## src/rtl/mult_seq_ctrl_pkg.sv

```systemverilog
// Shared ALU control codes and multiply
// sequencer state encoding for the EX stage.
package mult_seq_ctrl_pkg;

  localparam logic [3:0] ALU_AND  = 4'b0000;
  localparam logic [3:0] ALU_OR   = 4'b0001;
  localparam logic [3:0] ALU_ADD  = 4'b0010;
  localparam logic [3:0] ALU_SLTI = 4'b0101;
  localparam logic [3:0] ALU_SUB  = 4'b0110;
  localparam logic [3:0] ALU_SLT  = 4'b0111;
  localparam logic [3:0] ALU_ADDI = 4'b1000;
  localparam logic [3:0] ALU_BEQ  = 4'b1010;
  localparam logic [3:0] ALU_MUL  = 4'b1100;

  typedef enum logic [1:0] {
    IDLE = 2'd0,
    RUN  = 2'd1,
    DONE = 2'd2
  } state_t;

endpackage

```

## src/rtl/mult_seq_ctrl_dp.sv

```systemverilog
// Radix-2 shift-add datapath: accumulator,
// multiplicand and multiplier registers.
module shift_add_dp #(
  parameter int WIDTH = 32
) (
  input  logic             clk_i,
  input  logic             rst_i,
  input  logic             load,
  input  logic             step,
  input  logic [WIDTH-1:0] src1,
  input  logic [WIDTH-1:0] src2,
  output logic [WIDTH-1:0] acc_next,
  output logic             mplier_zero
);

  logic [WIDTH-1:0] acc;
  logic [WIDTH-1:0] mcand;
  logic [WIDTH-1:0] mplier;

  always_comb begin
    acc_next = mplier[0] ? acc + mcand : acc;
    // zero test is on the multiplier after this step's shift
    mplier_zero = (mplier[WIDTH-1:1] == '0);
  end

  always_ff @(posedge clk_i or negedge rst_i) begin
    if (!rst_i) begin
      acc    <= '0;
      mcand  <= '0;
      mplier <= '0;
    end else if (load) begin
      acc    <= '0;
      mcand  <= src1;
      mplier <= src2;
    end else if (step) begin
      acc    <= acc_next;
      mcand  <= mcand << 1;
      mplier <= mplier >> 1;
    end
  end

endmodule

```

## src/rtl/mult_seq_ctrl.sv

```systemverilog
// EX-stage multi-cycle multiply sequencer:
// stalls the pipeline until the product is ready.
module mult_seq_ctrl
  import mult_seq_ctrl_pkg::*;
#(
  parameter int         WIDTH      = 32,
  parameter logic [3:0] MULT_CODE  = ALU_MUL,
  parameter bit         EARLY_EXIT = 1'b0
) (
  input  logic             clk_i,
  input  logic             rst_i,
  input  logic             valid_i,
  input  logic [3:0]       ALUCtrl_i,
  input  logic [WIDTH-1:0] src1_i,
  input  logic [WIDTH-1:0] src2_i,
  input  logic             abort_i,
  output logic             stall_o,
  output logic             busy_o,
  output logic             done_o,
  output logic [WIDTH-1:0] result_o
);

  localparam int CW = $clog2(WIDTH);
  localparam logic [CW-1:0] LAST = CW'(WIDTH - 1);

  state_t          state;
  logic [CW-1:0]   cnt;
  logic            req;
  logic            load;
  logic            step;
  logic            finish;
  logic [WIDTH-1:0] acc_next;
  logic            mplier_zero;

  always_comb begin
    req    = valid_i && (ALUCtrl_i == MULT_CODE) && !abort_i;
    load   = (state == IDLE) && req;
    step   = (state == RUN) && !abort_i;
    finish = (cnt == LAST) || (EARLY_EXIT && mplier_zero);
  end

  // gated by reset so the held request cannot stall during reset
  always_comb begin
    stall_o = 1'b0;
    unique case (state)
      IDLE:    stall_o = req && rst_i;
      RUN:     stall_o = 1'b1;
      default: stall_o = 1'b0;
    endcase
  end

  assign busy_o = (state == RUN);

  shift_add_dp #(
    .WIDTH(WIDTH)
  ) u_dp (
    .clk_i      (clk_i),
    .rst_i      (rst_i),
    .load       (load),
    .step       (step),
    .src1       (src1_i),
    .src2       (src2_i),
    .acc_next   (acc_next),
    .mplier_zero(mplier_zero)
  );

  always_ff @(posedge clk_i or negedge rst_i) begin
    if (!rst_i) begin
      state    <= IDLE;
      cnt      <= '0;
      done_o   <= 1'b0;
      result_o <= '0;
    end else begin
      done_o <= 1'b0;
      unique case (state)
        IDLE: begin
          if (req) begin
            cnt   <= '0;
            state <= RUN;
          end
        end
        RUN: begin
          if (abort_i) begin
            state <= IDLE;
          end else begin
            cnt <= cnt + 1'b1;
            if (finish) begin
              state    <= DONE;
              done_o   <= 1'b1;
              result_o <= acc_next;
            end
          end
        end
        default: state <= IDLE;
      endcase
    end
  end

endmodule

```

## config.mk

```make
export PLATFORM = sky130hd
export DESIGN_NAME = mult_seq_ctrl
export DESIGN_NICKNAME = d
export VERILOG_FILES = /design/src/rtl/mult_seq_ctrl_pkg.sv /design/src/rtl/mult_seq_ctrl_dp.sv /design/src/rtl/mult_seq_ctrl.sv
export SDC_FILE = /design/constraint.sdc
export NUM_CORES = 1
export LEC_CHECK = 0
export CAP_MARGIN = 20
export CELL_PAD_IN_SITES_DETAIL_PLACEMENT = 1
export CELL_PAD_IN_SITES_GLOBAL_PLACEMENT = 1
export CORE_ASPECT_RATIO = 0.7
export CORE_MARGIN = 2
export CORE_UTILIZATION = 47
export CTS_CLUSTER_DIAMETER = 40
export DETAILED_ROUTE_END_ITERATION = 10
export PLACE_DENSITY_LB_ADDON = 0.05
export SLEW_MARGIN = 25
export SYNTH_ARGS = -nofsm -noshare
export SYNTH_HDL_FRONTEND = slang
export SYNTH_HIERARCHICAL = 1
export SYNTH_SLANG_ARGS = --single-unit
```

## constraint.sdc

```tcl
create_clock -name clk_i -period 6.2 [get_ports clk_i]
set_input_delay 1.24 -clock clk_i [delete_from_list [all_inputs] [get_ports clk_i]]
set_output_delay 1.24 -clock clk_i [all_outputs]
set_load 0.005 [all_outputs]
```

=== After elaboration in Yosys (flattened, before gate mapping) ===
Cells that the tools add are included.

* Register bits after elaboration: 136
* Input bits: 72
* Output and inout bits: 35
* Word-level logic and storage cells: 46

* $add $sub $neg: 2
* Equality and inequality tests: 6
* Multiplexer cells: 18
* Bitwise gates (word level): 1
* Reduce and logical (&&, ||, !) cells: 12

{| class="wikitable"
|+ Operators by type and width
! kind !! number
|-
| $mux W32 || 7
|-
| $add A32 B32 Y32 || 1
|-
| $mux W5 || 2
|-
| $pmux W5 S2 || 1
|-
| $mux W2 || 3
|-
| $reduce_and A3 Y1 || 2
|-
| $add A5 B1 Y5 const B || 1
|-
| $eq A5 B5 Y1 const B || 1
|-
| $logic_and A1 B1 Y1 || 5
|-
| $eq A4 B4 Y1 const B || 1
|-
| $ne A2 B2 Y1 const B || 2
|-
| $pmux W2 S2 || 1
|-
| $reduce_bool A2 Y1 || 2
|-
| $mux W1 || 3
|-
| $ne A3 B2 Y1 const B || 1
|-
| $eq A2 B1 Y1 const B || 1
|-
| $logic_not A2 Y1 || 1
|-
| $pmux W1 S2 || 1
|-
| $reduce_and A2 Y1 || 1
|-
| $logic_not A1 Y1 || 1
|-
| $not A1 Y1 || 1
|}

=== Longest topological paths before layout ===
Gate-level depths: netlist of the first run.

* Word-level depth: 5
* Mapped depth: 12
* Mapped depth without buffers: 12

=== Hierarchy ===
Netlist of the first run, hierarchy kept.

{| class="wikitable"
|+ By module, submodules not included
! module !! instances !! cells each !! area an instance (µm²) !! seq. area each (µm²)
|-
| shift_add_dp || 1 || 705 || 6409.9 || 2402.3
|-
| mult_seq_ctrl || 1 || 124 || 1726.7 || 1001.0
|}

=== Least setup slack after synthesis of the first run ===
Ideal clock, no wire load.

* Kind: input to output
* From: input port abort_i
* To: output port stall_o
* Arrival time: 2.217 ns
* Required time: 4.960 ns
* Slack: 2.743 ns
* Stages on the path: 3
* Path buffers: 0
* Cell sequence: or4b_4 -> or2_4 -> o21ai_0

* Word-level cells in the longest chain between the ends: 4

{| class="wikitable"
|+ Ends and longest elaborated chain
! element !! RTL line !! text
|-
| start: declaration || mult_seq_ctrl.sv:16 || <nowiki>input logic abort_i,</nowiki>
|-
| $logic_not A1 Y1 || mult_seq_ctrl.sv:36 || <nowiki>req = valid_i && (ALUCtrl_i == MULT_CODE) && !abort_i;</nowiki>
|-
| $logic_and A1 B1 Y1 || mult_seq_ctrl.sv:36 ||
|-
| $logic_and A1 B1 Y1 || mult_seq_ctrl.sv:46 || <nowiki>IDLE: stall_o = req && rst_i;</nowiki>
|-
| $pmux W1 S2 || mult_seq_ctrl.sv:45 || <nowiki>unique case (state)</nowiki>
|-
| end: declaration || mult_seq_ctrl.sv:17 || <nowiki>output logic stall_o,</nowiki>
|}

No other way between the ends.

=== Final worst setup path of the first run ===
Same ends and word-level chain as after synthesis.

==> flow_summary_export.csv, run 1 <==
group,metric,value,unit
clocking,cts_resized,0,
synth,synthCells,818,
synth,yosysWarnings,6,
routing,via_per_inst,5.65,
placement,io_buffers,106,
synth,syn_avg_cell_area,9.87,µm²
clocking,clock_sinks,136,
pwr,ir_worst_vdd,0.176,mV
routing,drt-total-wl,21500,µm
sta,setup_viol_count_final,0,
worst_setup_path,critPathTopFamily,"buffers and inverters",
clocking,clock_latency,440,ps
placement,placed_cell_area,9250,µm²
finish,fin_nets,1007,
sta,slew-limit-headroom,40.3,%
clocking,clkSlewWorstSetupHoldPaths,50,ps
sta,rsz0062_at_grt,"false",
routing,wl_per_cell,18.8,µm
die,rows,40,
finish,syn2layout_area_growth,22.0,%
worst_setup_path,crit_chain,"clkdlybuf4s50_1 -> or4b_4 -> or2_4 -> o21ai_0 -> clkdlybuf4s50_1",
clocking,cts_tree,"done",
global_route,grt_usage,24.4,%
finish,mostFrequentLayoutCells,"dfrtp_1, nand2_1, clkdlybuf4s50_1",
worst_setup_path,cp_slowest_cell,"clkdlybuf4s50_1",
status,status,"finished, final reports clean",
clocking,htree_levels,4,
global_route,use_met2,41.6,%
routing,num_vias,6473,
finish,drive_gt1_share,12.9,%
finish,fin_util,58.0,%
worst_hold_path,hp-class,"reg -> reg",
sta,fin_worst_skew,12.7,ps
finish,num-fill-cells,1835,
pwr,p_per_area,312,nW/µm²
finish,final_common_cell,"dfrtp_1",
worst_setup_path,crit_path_frequent_cell,"clkdlybuf4s50_1",
sta,hold_violations,0,
worst_setup_path,crit_path_max_fanout,14,
pwr,leakagePower,0.00425,µW
die,die_x,161,µm
global_route,grt-ovfl-total,0,
clocking,cts_setup_buffers,0,
global_route,antenna_found_initial,0,
clocking,root_buffer,"clkbuf_16",
sta,period_needed,4810,ps
clocking,cts-buffers-inserted,17,
worst_setup_path,crit_arrival,3570,ps
worst_setup_path,crit_path_max_incr_delay,700,ps
finish,antenna_cells,0,
die,dieArea,18300,µm²
sta,layout_setup_ws,1390,ps
finish,regArea,3400,µm²
worst_setup_path,critPathBufInv,2,
global_route,top_usage_layer,"met2",
die,initial_core_util,47.6,%
sta,post-route-period-util,77.5,%
routing,drt_pass1_iterations,4,
clocking,hold_buffers,0,
global_route,grt_util_met1,31.1,%
global_route,grt_pass1_vias,7008,
routing,drt_iter0_drc,329,
die,io-pin-count,107,
synth,synth.cell_area,8070,µm²
finish,fin_area,9840,µm²
global_route,grt_pass1_wl,35400,µm
global_route,use_met3,5.82,%
run,cap_violations,0,
routing,ant_nets,0,
global_route,grt_start_max_net_pins,158,
placement,dp_slack,1420,ps
placement,hpwl,14300,µm
worst_setup_path,path_class,"in -> out",
sta,drv_slew,0,
finish,multiInputGateArea,4360,µm²
worst_setup_path,cp-start-kind,"primary input",
worst_setup_path,cp.required,4960,ps
synth,synth_nets,924,
clocking,ctsLongestPathBuffers,2,
die,die_h,114,µm
sta,tightest_slew,895,ps
die,core_region_area,17000,µm²
sta,fmax,208,MHz
worst_setup_path,cp-end-kind,"output port",
placement,gp_congestion,0.901,
sta,fin_setup_tns,0,ps
routing,drc,0,
-- per-stage QoR --
| step | power (µW) | hold slack (ps) | std cells |
|---|---|---|---|
| floorplan | 1760 | 483 | 818 |
| CTS | 3090 | 488 | 1145 |
| detailed placement | 2030 | 475 | 1113 |
| global placement | 1970 | 473 | 1113 |
| global route | 3240 | 521 | 1145 |
| finish | 3070 | 487 | 1145 |
-- cell type report --
class	count	share of cell area, %
well taps	231	2.94
inverters	18	0.686
repair buffers	113	11.5
multi-input cells	615	44.3
clock buffers	19	4.60
clock inverters	13	1.47
flip-flops and latches	136	34.6
-- routing by layer --
layer / vias up / wire [µm]
met1: 3233 / 9810
met5: - / 0
met2: 111 / 10500
li1: 3112 / -
met4: 0 / 267
met3: 17 / 957
-- where the power goes --
part	switching (µW)	internal [µW]
registers	156	1050
clock network	418	616
logic	460	372
-- final timing paths --
| kind | to | slack [ps] | startpoint | cells after the start |
|---|---|---|---|---|
| worst max-delay path | stall_o | 1390 | abort_i | 5 |
| worst min-delay path | result_o[14] | 490 | result_o[14] | 1 |
| worst max register to register | result_o[26] | 2420 | u_dp/acc[0] | 12 |
| worst min register to register | result_o[14] | 490 | result_o[14] | 1 |
| max in group asynchronous | u_dp/acc[30] | 4000 | rst_i | 2 |
| min in group asynchronous | cnt[0] | 790 | rst_i | 1 |
-- worst reg2reg max path, delay by kind of cell (launching register included) --
kind            cells  cell delay [ps]
flops               1              400
fa+ha+maj           2              660
compound gates      7             1960
mux                 2              530
xor+xnor            1              130
-- state kept, by name, summed over array words and instances (netlist names) --
register / cells
cnt: 5
done_o: 1
result_o: 32
state: 2
u_dp/acc: 32
u_dp/mcand: 32
u_dp/mplier: 32
Power figures use the tool's default switching activity.
==> run 2: changes to the inputs <==
--- a/config.mk
+++ b/config.mk
@@ -10,7 +10,7 @@
 export CELL_PAD_IN_SITES_GLOBAL_PLACEMENT = 1
 export CORE_ASPECT_RATIO = 0.7
 export CORE_MARGIN = 2
-export CORE_UTILIZATION = 47
+export CORE_UTILIZATION = 43
 export CTS_CLUSTER_DIAMETER = 40
 export DETAILED_ROUTE_END_ITERATION = 10
 export PLACE_DENSITY_LB_ADDON = 0.05
==> constraint.sdc (replaced) <==
create_clock -name clk_i -period 5.02 [get_ports clk_i]
set_input_delay 1.004 -clock clk_i [delete_from_list [all_inputs] [get_ports clk_i]]
set_output_delay 1.004 -clock clk_i [all_outputs]
set_load 0.005 [all_outputs]
==> flow_summary_export.csv, run 2 (synthesized netlist as in run 1, its figures left out) <==
group,metric,value,unit
die,core_region_area,18200,µm²
pwr,ir_worst_vdd,0.290,mV
worst_hold_path,hp-class,"in -> async",
placement,hpwl,14500,µm
clocking,ctsLongestPathBuffers,2,
run,cap_violations,0,
worst_setup_path,crit_arrival,3380,ps
placement,gp_congestion,0.838,
finish,final_common_cell,"dfrtp_1",
global_route,antenna_found_initial,0,
global_route,grt-ovfl-total,0,
sta,fmax,228,MHz
pwr,intPower,2600,µW
sta,whs,465,ps
clocking,cts_tree,"done",
clocking,cts_resized,0,
die,dieArea,19900,µm²
clocking,cts_setup_buffers,0,
routing,drt-total-wl,21200,µm
global_route,grt_usage,22.7,%
worst_setup_path,cp.required,4020,ps
finish,fin_util,54.4,%
pwr,pwr-share-seq,38.0,%
pwr,swShare,33.0,%
routing,num_vias,6465,
die,initial_core_util,44.3,%
sta,slew-limit-headroom,43.5,%
finish,antenna_cells,0,
clocking,htree_levels,4,
clocking,cts-buffers-inserted,17,
worst_setup_path,cp-end-kind,"output port",
die,die_x,168,µm
pwr,comb_power_share,26.4,%
clocking,hold_buffers,0,
clocking,root_buffer,"clkbuf_16",
sta,rsz0062_at_grt,"false",
worst_setup_path,path_class,"in -> out",
sta,fin_worst_skew,10.3,ps
sta,post-route-period-util,87.4,%
sta,drv_slew,0,
pwr,p_switching,1280,µW
pwr,clockPowerShare,35.6,%
sta,hold_violations,0,
pwr,leakagePower,0.00429,µW
die,die_h,119,µm
routing,drc,0,
die,rows,41,
pwr,p_per_area,391,nW/µm²
clocking,clkSlewWorstSetupHoldPaths,60,ps
routing,ant_nets,0,
routing,wl_per_cell,18.4,µm
status,status,"finished, final reports clean",
sta,tightest_slew,848,ps
sta,period_needed,4390,ps
global_route,grt_pass1_vias,6986,
global_route,grt_pass1_wl,36000,µm
finish,fin_nets,1008,
sta,fin_setup_tns,0,ps
finish,mostFrequentLayoutCells,"dfrtp_1, nand2_1, clkdlybuf4s50_1",
finish,drive_gt1_share,13.0,%
clocking,clock_latency,430,ps
worst_setup_path,crit_path_max_fanout,14,
die,io-pin-count,107,
routing,drt_pass1_iterations,4,
routing,via_per_inst,5.62,
sta,setup_viol_count_final,0,
finish,syn2layout_area_growth,22.6,%
clocking,clock_sinks,136,
global_route,grt_start_max_net_pins,158,
worst_setup_path,regToRegSetupSlack,1220,ps
routing,drt_iter0_drc,440,
placement,io_buffers,106,
worst_setup_path,cp-start-kind,"primary input",
[run 2: cell count changes in the layout (fill, tap and decap cells not counted)]
cell,change
clkbuf_8,-2
bufinv_16,+2
inv_8,+2
clkinvlp_4,-3
buf_4,+1
inv_6,+2
clkinv_4,-1
[run 2: cell type report]
class / count / area (µm²)
timing repair buffer: 114 / 1130
sequential: 136 / 3400
inverter: 18 / 67.6
clock buffer: 17 / 425
multi-input combinational: 615 / 4360
fill: 2004 / 8310
tap: 236 / 295
clock inverter: 15 / 214
[run 2: critical path, stage by stage]
cell and delay, ps:
clkdlybuf4s50_1 690, or4b_4 670, or2_4 270, o21ai_0 200, clkdlybuf4s50_1 540
[run 2: power groups by stage]
stage | logic [µW] | clock network (µW) | registers (µW)
CTS | 1030 | 1410 | 1470
global route | 1150 | 1460 | 1500
floorplan | 759 | 0 | 1420
finish | 1020 | 1380 | 1470
global placement | 958 | 0 | 1480
detailed placement | 1020 | 0 | 1490
[run 2: final timing paths]
check                             start              end  cells after the start
setup / recovery                abort_i          stall_o                      5
hold / removal                    rst_i   u_dp/mcand[29]                      1
setup reg to reg            u_dp/acc[0]     result_o[26]                     12
hold reg to reg            result_o[10]     result_o[10]                      1
max in group asynchronous         rst_i  u_dp/mplier[13]                      2
min in group clk_i         result_o[10]     result_o[10]                      1
[run 2: routing by layer]
layer  part of all wire, %  global-route usage [%]  up-vias
li1                      -                       -     3109
met1                    47                    30.4     3213
met2                    48                    36.4      121
met3                   4.0                    4.96       22
met4                   1.4                    7.77        0
met5                     0                       0        -
[run 2: metrics by stage]
step	total power, µW	instances	area (µm²)	setup slack (ps)
finish	3870	1151	9900	634
global placement	2430	1119	9260	697
detailed placement	2510	1119	9260	624
CTS	3910	1151	9900	606
global route	4110	1151	9900	522
floorplan	2180	818	8070	1930
